### src/rtl/regfile_write_arbiter.sv
// Round-robin arbiter over three register-bank writers (ALU, load, mul/div) with a pending-write scoreboard.
// One write per cycle with one cycle of latency to the bank; hazard is combinational from the registered busy mask.
module regfile_write_arbiter (
  input  logic        clock,
  input  logic        reset,
  input  logic [2:0]  req_valid,
  input  logic [4:0]  req_reg_0,
  input  logic [4:0]  req_reg_1,
  input  logic [4:0]  req_reg_2,
  input  logic [31:0] req_data_0,
  input  logic [31:0] req_data_1,
  input  logic [31:0] req_data_2,
  output logic [2:0]  req_ready,
  output logic        regWrite,
  output logic [4:0]  writeRegister,
  output logic [31:0] writeData,
  input  logic        reserve_valid,
  input  logic [4:0]  reserve_reg,
  input  logic [4:0]  check_reg1,
  input  logic [4:0]  check_reg2,
  output logic        hazard,
  output logic [31:0] busy_mask
);

  logic [1:0]  last_grant;
  logic [1:0]  grant_idx;
  logic        xfer;
  logic [4:0]  sel_reg;
  logic [31:0] sel_data;
  logic [31:0] busy_next;

  // Search order starts one past the last winner and wraps modulo 3.
  always_comb begin
    req_ready = 3'b000;
    if (!reset) begin
      case (last_grant)
        2'd0: begin
          if (req_valid[1])      req_ready = 3'b010;
          else if (req_valid[2]) req_ready = 3'b100;
          else if (req_valid[0]) req_ready = 3'b001;
        end
        2'd1: begin
          if (req_valid[2])      req_ready = 3'b100;
          else if (req_valid[0]) req_ready = 3'b001;
          else if (req_valid[1]) req_ready = 3'b010;
        end
        default: begin
          if (req_valid[0])      req_ready = 3'b001;
          else if (req_valid[1]) req_ready = 3'b010;
          else if (req_valid[2]) req_ready = 3'b100;
        end
      endcase
    end
  end

  assign xfer = |(req_valid & req_ready);

  always_comb begin
    grant_idx = 2'd0;
    sel_reg   = req_reg_0;
    sel_data  = req_data_0;
    if (req_ready[1]) begin
      grant_idx = 2'd1;
      sel_reg   = req_reg_1;
      sel_data  = req_data_1;
    end else if (req_ready[2]) begin
      grant_idx = 2'd2;
      sel_reg   = req_reg_2;
      sel_data  = req_data_2;
    end
  end

  always_ff @(posedge clock) begin
    if (reset) begin
      last_grant    <= 2'd2;
      regWrite      <= 1'b0;
      writeRegister <= 5'd0;
      writeData     <= 32'd0;
    end else begin
      regWrite <= 1'b0;
      if (xfer) begin
        last_grant    <= grant_idx;
        // Writes to r0 are accepted from the requester but never reach the bank.
        regWrite      <= (sel_reg != 5'd0);
        writeRegister <= sel_reg;
        writeData     <= sel_data;
      end
    end
  end

  // Clear on the bank write, then set on reserve so a same-cycle reserve wins.
  always_comb begin
    busy_next = busy_mask;
    if (regWrite)
      busy_next[writeRegister] = 1'b0;
    if (reserve_valid && (reserve_reg != 5'd0))
      busy_next[reserve_reg] = 1'b1;
    busy_next[0] = 1'b0;
  end

  always_ff @(posedge clock) begin
    if (reset)
      busy_mask <= 32'd0;
    else
      busy_mask <= busy_next;
  end

  assign hazard = busy_mask[check_reg1] | busy_mask[check_reg2];

endmodule

### config.mk
export PLATFORM = sky130hd
export DESIGN_NAME = regfile_write_arbiter
export DESIGN_NICKNAME = d
export VERILOG_FILES = /design/src/rtl/regfile_write_arbiter.sv
export SDC_FILE = /design/constraint.sdc
export NUM_CORES = 1
export LEC_CHECK = 0
export BUFFER_PORTS_ARGS = -buffer_cell sky130_fd_sc_hd__buf_2
export CORE_UTILIZATION = 41
export DETAILED_ROUTE_END_ITERATION = 10
export GPL_TIMING_DRIVEN = 1
export PLACE_DENSITY_LB_ADDON = 0.3
export SETUP_SLACK_MARGIN = 0.15
export SLEW_MARGIN = 0
export SYNTH_ARGS = -nofsm -noshare
export SYNTH_HDL_FRONTEND = slang
export SYNTH_SLANG_ARGS = --single-unit
### constraint.sdc
create_clock -name clock -period 4.75 [get_ports clock]
set_input_delay 0.2375 -clock clock [delete_from_list [all_inputs] [get_ports clock]]
set_output_delay 0.2375 -clock clock [all_outputs]
set_load 0.01 [all_outputs]
; After elaboration in Yosys (flattened, before gate mapping)
; Cells that the tools add are included.
; Widths: inputs -> output; s select.
[word_totals]
reg_bits = 72
input_bits = 132
out_inout_bits = 74
wordCells = 54
[classes]
n_lt_le_gt_ge = 6
eq_ne = 1
mux = 27
bitwise_logic = 6
reduce_logical = 8
[ops]
columns = op, count
row1 = $mux 32, 4
row2 = $and 32x32->32, 1
row3 = $not 32->32, 1
row4 = $or 32x32->32, 1
row5 = $lt 5x6->1 const B, 4
row6 = $mux 3, 7
row7 = $bmux 1 s5, 2
row8 = $demux 1 s5, 2
row9 = $ge 5x1->1 const B, 2
row10 = $mux 5, 2
row11 = $reduce_bool 5->1, 2
row12 = $mux 2, 4
row13 = $pmux 3 s2, 1
row14 = $mux 1, 5
row15 = $and 3x3->3, 1
row16 = $logic_and 1x1->1, 3
row17 = $reduce_or 3->1, 1
row18 = $eq 2x1->1 const B, 1
row19 = $logic_not 2->1, 1
row20 = $reduce_or 2->1, 1
row21 = $not 1->1, 1
row22 = $or 1x1->1, 1

; Longest topological paths before layout
; Gate-level depths: netlist of the first run.
[logic_depth]
ltp_word = 9
mapped_depth = 8
depth_no_buf = 6

; Worst setup path before layout of the first run
; No wires, ideal clock.
[synth_path]
path_type = input-to-output
startpoint = input port check_reg1[0]
endpoint = output port hazard
t_arrival_ps = 1857
t_required_ps = 4513
path_slack_ps = 2655
cell_stages = 5
n_path_buf = 1
cell_sequence = clkbuf_1 > mux4_2 > mux4_2 > mux2i_1 > nand2_1
[synth_via]
elab_chain_len = 3
[synth_lines]
columns = element, line
row1 = start: declaration, 19  ; input logic [4:0] check_reg1,
row2 = $bmux 1 s5, 108  ; assign hazard = busy_mask[check_reg1] | busy_mask[check_reg2];
row3 = $mux 1 (not written as such), 108
row4 = $or 1x1->1, 108
row5 = end: declaration, 21  ; output logic hazard,
; No other way between the ends. The select of a mux whose other input is x is not followed.

; Final worst setup path of the first run
[layout_path]
startpoint = register last_grant[0]
endpoint = register regWrite
[layout_via]
elab_chain_len = 7
word_cells_on_any_way = 11
classes_between = 1 x eq/ne / 4 x mux / 2 x bitwise / 4 x reduce/logical
[layout_lines]
columns = element, line
row1 = start: declaration, 25  ; logic [1:0] last_grant;
row2 = start signal: assignment, 82  ; last_grant <= grant_idx;
row3 = $eq 2x1->1 / $logic_not 2->1 (equally long branches), 36  ; case (last_grant)
row4 = $pmux 3 s2 *, 36
row5 = $mux 3 *, 35  ; if (!reset) begin
row6 = $and 3x3->3, 56  ; assign xfer = |(req_valid & req_ready);
row7 = $reduce_or 3->1, 56
row8 = $not 1->1 (no source line), -
row9 = $reduce_or 2->1 (no source line), -
row10 = end signal: assignment, 84  ; regWrite <= (sel_reg != 5'd0);
row11 = end: declaration, 14  ; output logic regWrite,
; Mark *: on every way between the ends. The rest lies on a longest branch, timed or not.
; A chain may end at the register's enable or synchronous reset.

==> flow_summary_export.csv, run 1 <==
group,metric,value,unit
placed_design,place.port_buffers,204,
worst_setup_path,critPathMaxStageDelay,0.93,ns
pwr,peakVddDrop,0.164,mV
worst_setup_path,worst_path_required,4.98,ns
grt,met3_usage,5.40,%
logic_synthesis,yosys.area.top_type_share,34.5,%
logic_synthesis,ys_warn_count,0,
clock_network,cts.sink_count,71,
grt,global_route.peak_usage_layer,"met2",
placed_design,placed_cells,783,
clock_network,worst_setup_hold_path_clk_slew,0.08,ns
clock_network,cts-hold-fix-buffers,0,
worst_setup_path,worst_path_max_delay_cell,"or3_2",
worst_setup_path,category_of_the_worst_setup_path_launch_point,"flop",
worst_setup_path,crit_chain,"and2b_1 -> or3_2 -> mux2i_1 -> a21oi_1 -> o41a_1",
sta,worstMarginPinSlew,1.09,ns
min_path,class_of_the_most_critical_hold_timing_path,"in2reg",
run_status,status,"completed",
grt,global_route.usage.met1,29.0,%
grt,first_global_vias,4133,
detailed_routing,dr_total_vias,4481,
worst_setup_path,critPathBufInv,0,
detailed_routing,drt_iter0_markers,112,
layout,final_cells,800,
detailed_routing,drtPass1Iterations,5,
layout,area_growth_syn_to_layout,30.1,%
pwr,power.switching,418,uW
floorplan,start_util,42.3,%
floorplan,die-area,0.0104,mm2
detailed_routing,drc_errors,0,
logic_synthesis,seq_area_frac_synth,34.5,%
sta,tns,0,ns
clock_network,root_buffer,"clkbuf_8",
sta,max_slew_margin,26.9,%
grt,first_pass_grt_wire_length,19800,um
clock_network,tritoncts,"built",
logic_synthesis,synth.area.top_cells,"dfxtp_1 35%, mux4_2 9.9%, mux2i_1 9.5%",
detailed_routing,routed_via_density,5.60,
sta,finalCritPeriodShare,55.3,%
clock_network,numCtsBuffers,9,
pwr,internal_power_of_the_cells,992,uW
detailed_routing,antenna_violating_nets_left,0,
sta,final.setup_skew,0.00587,ns
logic_synthesis,synth_cell_types,42,
worst_setup_path,setup.worst_path.class,"reg2reg",
logic_synthesis,synthesized_instance_count,482,
pwr,power.density_cell_area,263,mW/mm2
worst_setup_path,type_of_element_capturing_the_critical_path,"flop",
placed_design,gpl.final_weighted_congestion,0.872,
sta,final-max-slew-violation-count,0,
floorplan,die_height,102,um
clock_network,post-cts-setup-buffer-count,0,
pwr,p_comb_share,20.5,%
pwr,sw_frac_of_total,29.7,%
floorplan,die_w,102,um
sta,setup-violations-final,0,
detailed_routing,routed_wl_per_cell,16.2,um
run,timing.max_cap.violations,0,
clock_network,clk_latency,0.35,ns
sta,rsz_0062_raised_after_global_routing,"no",
floorplan,design.portCount,206,
pwr,p_leak,2.58,nW
worst_setup_path,maximum_fanout_along_the_worst_path,37,
grt,grt_remaining_overflow,0,
grt,grtUsageTotal,24.5,%
grt,grt_util_met2,42.1,%
layout,final_net_count,793,
logic_synthesis,syn_avg_cell_area,8.54,um2
clock_network,clock_tree.buffer_depth,2,
placed_design,hpwl,9510,um
logic_synthesis,synth.net_count,614,
grt,maximum_number_of_pins_on_one_net_before_global_route_repair,72,
logic_synthesis,synth_largest_area_cell,"dfxtp_1",
pwr,seq_power_share,45.9,%
pwr,design_power_total,1.41,mW
layout,post_route_cells_drive_above_1_share,37.4,%
sta,final_period_minus_worst_setup_slack,2.63,ns
detailed_routing,postRouteWirelength,12900,um
logic_synthesis,postSynthRegisterBits,71,
worst_setup_path,critical_path_arrival,2.86,ns
pwr,p_clk_share,33.6,%
floorplan,rows,36,
sta,hold_viol,0,
logic_synthesis,post_synthesis_instance_area,0.00411,mm2
clock_network,clock_tree.htree_level_count,3,
sta,fmax,381,MHz
worst_setup_path,worst_path_dominant_cell_family,"simple AND/OR/NAND/NOR gates",
clock_network,postCtsResizedCells,0,
floorplan,core_area,0.00973,mm2
grt,number_of_antenna_violations_at_the_first_check_in_global_routing,0,
## state kept, by name (all words and copies together), names as in the netlist
signal         count
regWrite           1
writeRegister      5
last_grant         2
busy_mask         31
writeData         32
## Yosys cell counts (all sizes together)
library cell and n:
a211o 33, a21oi 67, a22o 1, a22oi 2
a31oi 2, and2 2, and2b 2, and3 2
and3b 2, buf 17, clkbuf 24, conb 1
dfxtp 71, inv 5, mux2i 39, mux4 18
nand2 75, nand2b 2, nand3 5, nand3b 5
nand4 2, nor2 8, nor3 34, nor3b 4
nor4 1, nor4b 1, o211a 1, o211ai 2
o21a 3, o21ai 33, o221ai 2, o22a 1
o31a 1, o31ai 3, o41a 1, or2 1
or3 6, or3b 3
## power groups by stage
| stage | combinational (mW) | sequential, mW | clock [mW] |
|---|---|---|---|
| 6_report | 0.290 | 0.647 | 0.474 |
| 5_1_grt | 0.316 | 0.651 | 0.518 |
| 4_1_cts | 0.290 | 0.646 | 0.483 |
| 3_5_place_dp | 0.289 | 0.660 | 0 |
| 3_3_place_gp | 0.282 | 0.659 | 0 |
| 2_1_floorplan | 0.158 | 0.666 | 0 |
## metal layers
metal / wire (um) / vias to the layer above
li1: - / 2142
met1: 5180 / 2079
met2: 6330 / 230
met3: 1080 / 30
met4: 346 / 0
met5: 0 / -
## logic make-up (layout without fill, tap and decap cells)
logic type	count (synthesis)	count (layout)	synth area share, %
AOI/OAI and AO/OA	152	152	22.9
and+or+nand+nor	155	155	18.0
DFF	71	71	34.5
muxes	57	57	19.3
buffers and inverters	46	230	5.08
other	1	2	0.0912
## through the flow
step / area [um2] / utilization, % / hold slack [ns] / setup WS, ns
2_1_floorplan: 4110 / - / 0.435 / 2.66
4_1_cts: 5350 / 55.0 / 0.269 / 2.13
3_5_place_dp: 5160 / 53.1 / 0.443 / 2.08
5_1_grt: 5350 / 55.0 / 0.283 / 1.98
3_3_place_gp: 5160 / 53.1 / 0.439 / 2.14
6_report: 5350 / 55.0 / 0.272 / 2.12
## cells in the final DEF (no fill, tap or decap), types with 8 or more instances in the layout
cell type  instances
clkbuf_8           9
a21oi_1           67
nand2_1           75
nor2_1             8
dfxtp_1           71
o21ai_0           33
mux2i_1           39
a211o_1           33
buf_2            204
mux4_2            18
nor3_1            34
## layout make-up
cell class                      count  area, um2
Tap cell                          133        166
Timing Repair Buffer              209       1060
Inverter                            5       18.8
Antenna cell                        1       2.50
Clock inverter                      7       63.8
Multi-Input combinational cell    365       2500
Sequential cell                    71       1420
Clock buffer                        9        124
Fill cell                         957       4380
## tightest hold or removal path: stages
cell	delay, ns
buf_2	0.08
or3_1	0.11
a31oi_1	0.08
nor2_1	0.07
## worst paths after layout
kind | start | slack, ns | cells after the start | end
setup reg to reg | last_grant[0] | 2.12 | 5 | regWrite
hold reg to reg | writeData[30] | 0.45 | 2 | writeData[30]
hold / removal | req_reg_1[1] | 0.27 | 4 | writeRegister[1]
setup / recovery | last_grant[0] | 2.12 | 5 | regWrite
(Power assumes the default switching activity.)
==> run 2, diff against run 1 <==
==> constraint.sdc (replaced) <==
create_clock -name clock -period 2.15 [get_ports clock]
set_input_delay 0.1075 -clock clock [delete_from_list [all_inputs] [get_ports clock]]
set_output_delay 0.1075 -clock clock [all_outputs]
set_load 0.01 [all_outputs]
==> run 2 against run 1 <==
Sequential power is 120% higher. Non-clock buffer count is 14 higher. Via count is 3.5% higher. Critical path depth stayed put. Clock skew is 0.0061 ns higher. First-iteration DRC count is 70% higher. Routed wire length is 10% higher. Utilization is 3.1 points higher. Cell area is 5.7% higher. Hold slack worse by 0.13 ns. Clock power grew to 2.7 times the previous value. Flip-flop and latch count stayed put. Critical path type is now reg2out.
==> flow_summary_export.csv, run 2 (synthesized netlist as in run 1, its figures left out) <==
group,metric,value,unit
run_status,status,"completed",
floorplan,start_util,42.3,%
worst_setup_path,category_of_the_worst_setup_path_launch_point,"flop",
detailed_routing,routed_wl_per_cell,17.5,um
sta,fmax,476,MHz
min_path,worstHoldStart,"reserve_reg[3]",
sta,max_slew_margin,51.2,%
detailed_routing,drc_errors,0,
worst_setup_path,setup.worst_path.class,"reg2out",
worst_setup_path,critPathMaxStageDelay,0.48,ns
placed_design,place.port_buffers,204,
detailed_routing,drt_iter0_markers,190,
grt,first_pass_grt_wire_length,21400,um
sta,final-max-slew-violation-count,0,
worst_setup_path,logic_depth_of_the_worst_register_to_register_path,6,
floorplan,die-area,0.0104,mm2
detailed_routing,routed_via_density,5.70,
placed_design,gpl.final_weighted_congestion,0.873,
detailed_routing,dr_total_vias,4640,
grt,grt_remaining_overflow,0,
sta,finalCritPeriodShare,97.6,%
worst_setup_path,crit-reg2reg-capture,"regWrite",
clock_network,numCtsBuffers,9,
worst_setup_path,crit_chain,"mux4_2 -> mux4_2 -> mux2i_1 -> nand2_1 -> buf_2",
floorplan,design.portCount,206,
clock_network,clock_tree.buffer_depth,2,
floorplan,die_w,102,um
sta,rsz_0062_raised_after_global_routing,"yes",
layout,register_area,0.00143,mm2
layout,multi_input_comb_area,0.00254,mm2
worst_setup_path,maximum_fanout_along_the_worst_path,3,
detailed_routing,drtPass1Iterations,4,
grt,first_global_vias,4403,
layout,layout.cells.most_common,"buf_2",
worst_setup_path,timing.critical_path.mode_cell,"mux4_2",
worst_setup_path,type_of_element_capturing_the_critical_path,"output pin",
detailed_routing,antenna_violating_nets_left,0,
sta,hold_viol,0,
layout,fill_cells,934,
layout,final_net_count,808,
clock_network,worst_setup_hold_path_clk_slew,0.09,ns
min_path,min_delay_worst_endpoint,"busy_mask[2]",
floorplan,core_area,0.00973,mm2
layout,final_cells,814,
min_path,class_of_the_most_critical_hold_timing_path,"in2reg",
layout,top_regs,"writeData x32, busy_mask x31, writeRegister x5",
sta,setup-violations-final,0,
pwr,power.density_cell_area,598,mW/mm2
worst_setup_path,count_of_cell_instances_traversed_by_the_critical_path,5,
clock_network,root_buffer,"clkbuf_8",
layout,area_growth_syn_to_layout,37.5,%
worst_setup_path,critPathBufInv,1,
worst_setup_path,worst_path_max_delay_cell,"mux4_2",
worst_setup_path,worst_path_required,2.04,ns
pwr,p_leak,2.72,nW
worst_setup_path,r2r_start,"last_grant[0]",
grt,number_of_antenna_violations_at_the_first_check_in_global_routing,0,
clock_network,tritoncts,"built",
grt,maximum_number_of_pins_on_one_net_before_global_route_repair,72,
sta,final_period_minus_worst_setup_slack,2.10,ns
layout,finish.utilization,58.2,%
sta,worstMarginPinSlew,0.729,ns
detailed_routing,postRouteWirelength,14300,um
layout,post_route_cells_drive_above_1_share,40.7,%
placed_design,hpwl,10000,um
layout,mostFrequentLayoutCells,"203 x buf_2, 75 x nand2_1, 67 x a21oi_1",
layout,number_of_flip_flops_in_the_largest_register,32,
worst_setup_path,critical_path_arrival,1.99,ns
clock_network,clk_latency,0.36,ns
clock_network,cts.sink_count,71,
layout,antenna_cell_count,0,
placed_design,placed_cells,791,
floorplan,die_height,102,um
sta,final.setup_skew,0.0120,ns
min_path,holdPathStages,4,
worst_setup_path,crit_start,"busy_mask[7]",
layout,largest-register,"writeData",
worst_setup_path,worst_path_dominant_cell_family,"multiplexers",
run,timing.max_cap.violations,0,
grt,grtUsageTotal,26.8,%
pwr,peakVddDrop,0.380,mV
floorplan,rows,36,
worst_setup_path,worst-r2r-setup-slack,0.24,ns
clock_network,clock_tree.htree_level_count,3,
sta,tns,0,ns
## run 2: how the worst max path moves through the flow
stage,endpoint,slack (ns)
floorplan,writeData[9],0.31
global placement,writeData[0],0.19
detailed placement,writeData[4],0.11
CTS,hazard,0.04
global route,hazard,-0.08
finish,hazard,0.05
## run 2: metrics by stage
step,hold slack [ns],worst slack [ns],total power [mW],cell area [um2]
after floorplan,0.305,0.308,1.82,4110
final,0.141,0.0506,3.38,5660
after global routing,0.170,-0.0761,3.53,5660
after global placement,0.383,0.190,2.10,5250
after detailed placement,0.385,0.115,2.12,5250
after CTS,0.121,0.0392,3.38,5540
## run 2: worst min-delay path, stage by stage
cell     delay [ns]
buf_2          0.14
nor3_1         0.09
nand2_1        0.07
a21oi_1        0.05
## run 2: cell type report
type / count / share of cell area [%]
Clock inverter: 7 / 1.81
Timing Repair Buffer: 223 / 22.6
Clock buffer: 9 / 2.19
Inverter: 5 / 0.332
Sequential cell: 71 / 25.3
Multi-Input combinational cell: 366 / 44.9
Tap cell: 133 / 2.94
## run 2: what timing repair did
| action | 4_1_cts | 5_1_grt |
|---|---|---|
| setup buffers | 1 | 0 |
| cloned | 1 | 4 |
| setup endpoints to repair | 31 | 33 |
| pin swaps | 1 | 2 |
| endpoints found under the hold margin | 1 | 0 |
| gates resized for setup | 8 | 14 |
| hold buffers | 1 | 0 |
## run 2: where the power goes
part,total [mW],leakage (nW),switching [mW],internal (mW)
Combinational,0.698,2.02,0.375,0.323
Clock,1.26,0.111,0.590,0.668
Sequential,1.43,0.583,0.0510,1.38
## run 2: per-layer routing
metal  vias to the layer above  part of all wire [%]  track usage (%)
met5                         -                     0                0
met4                         0                   2.3             10.5
met3                        25                   7.7             6.77
met2                       234                    51             48.7
met1                      2205                    39             29.8
li1                       2176                     -                -
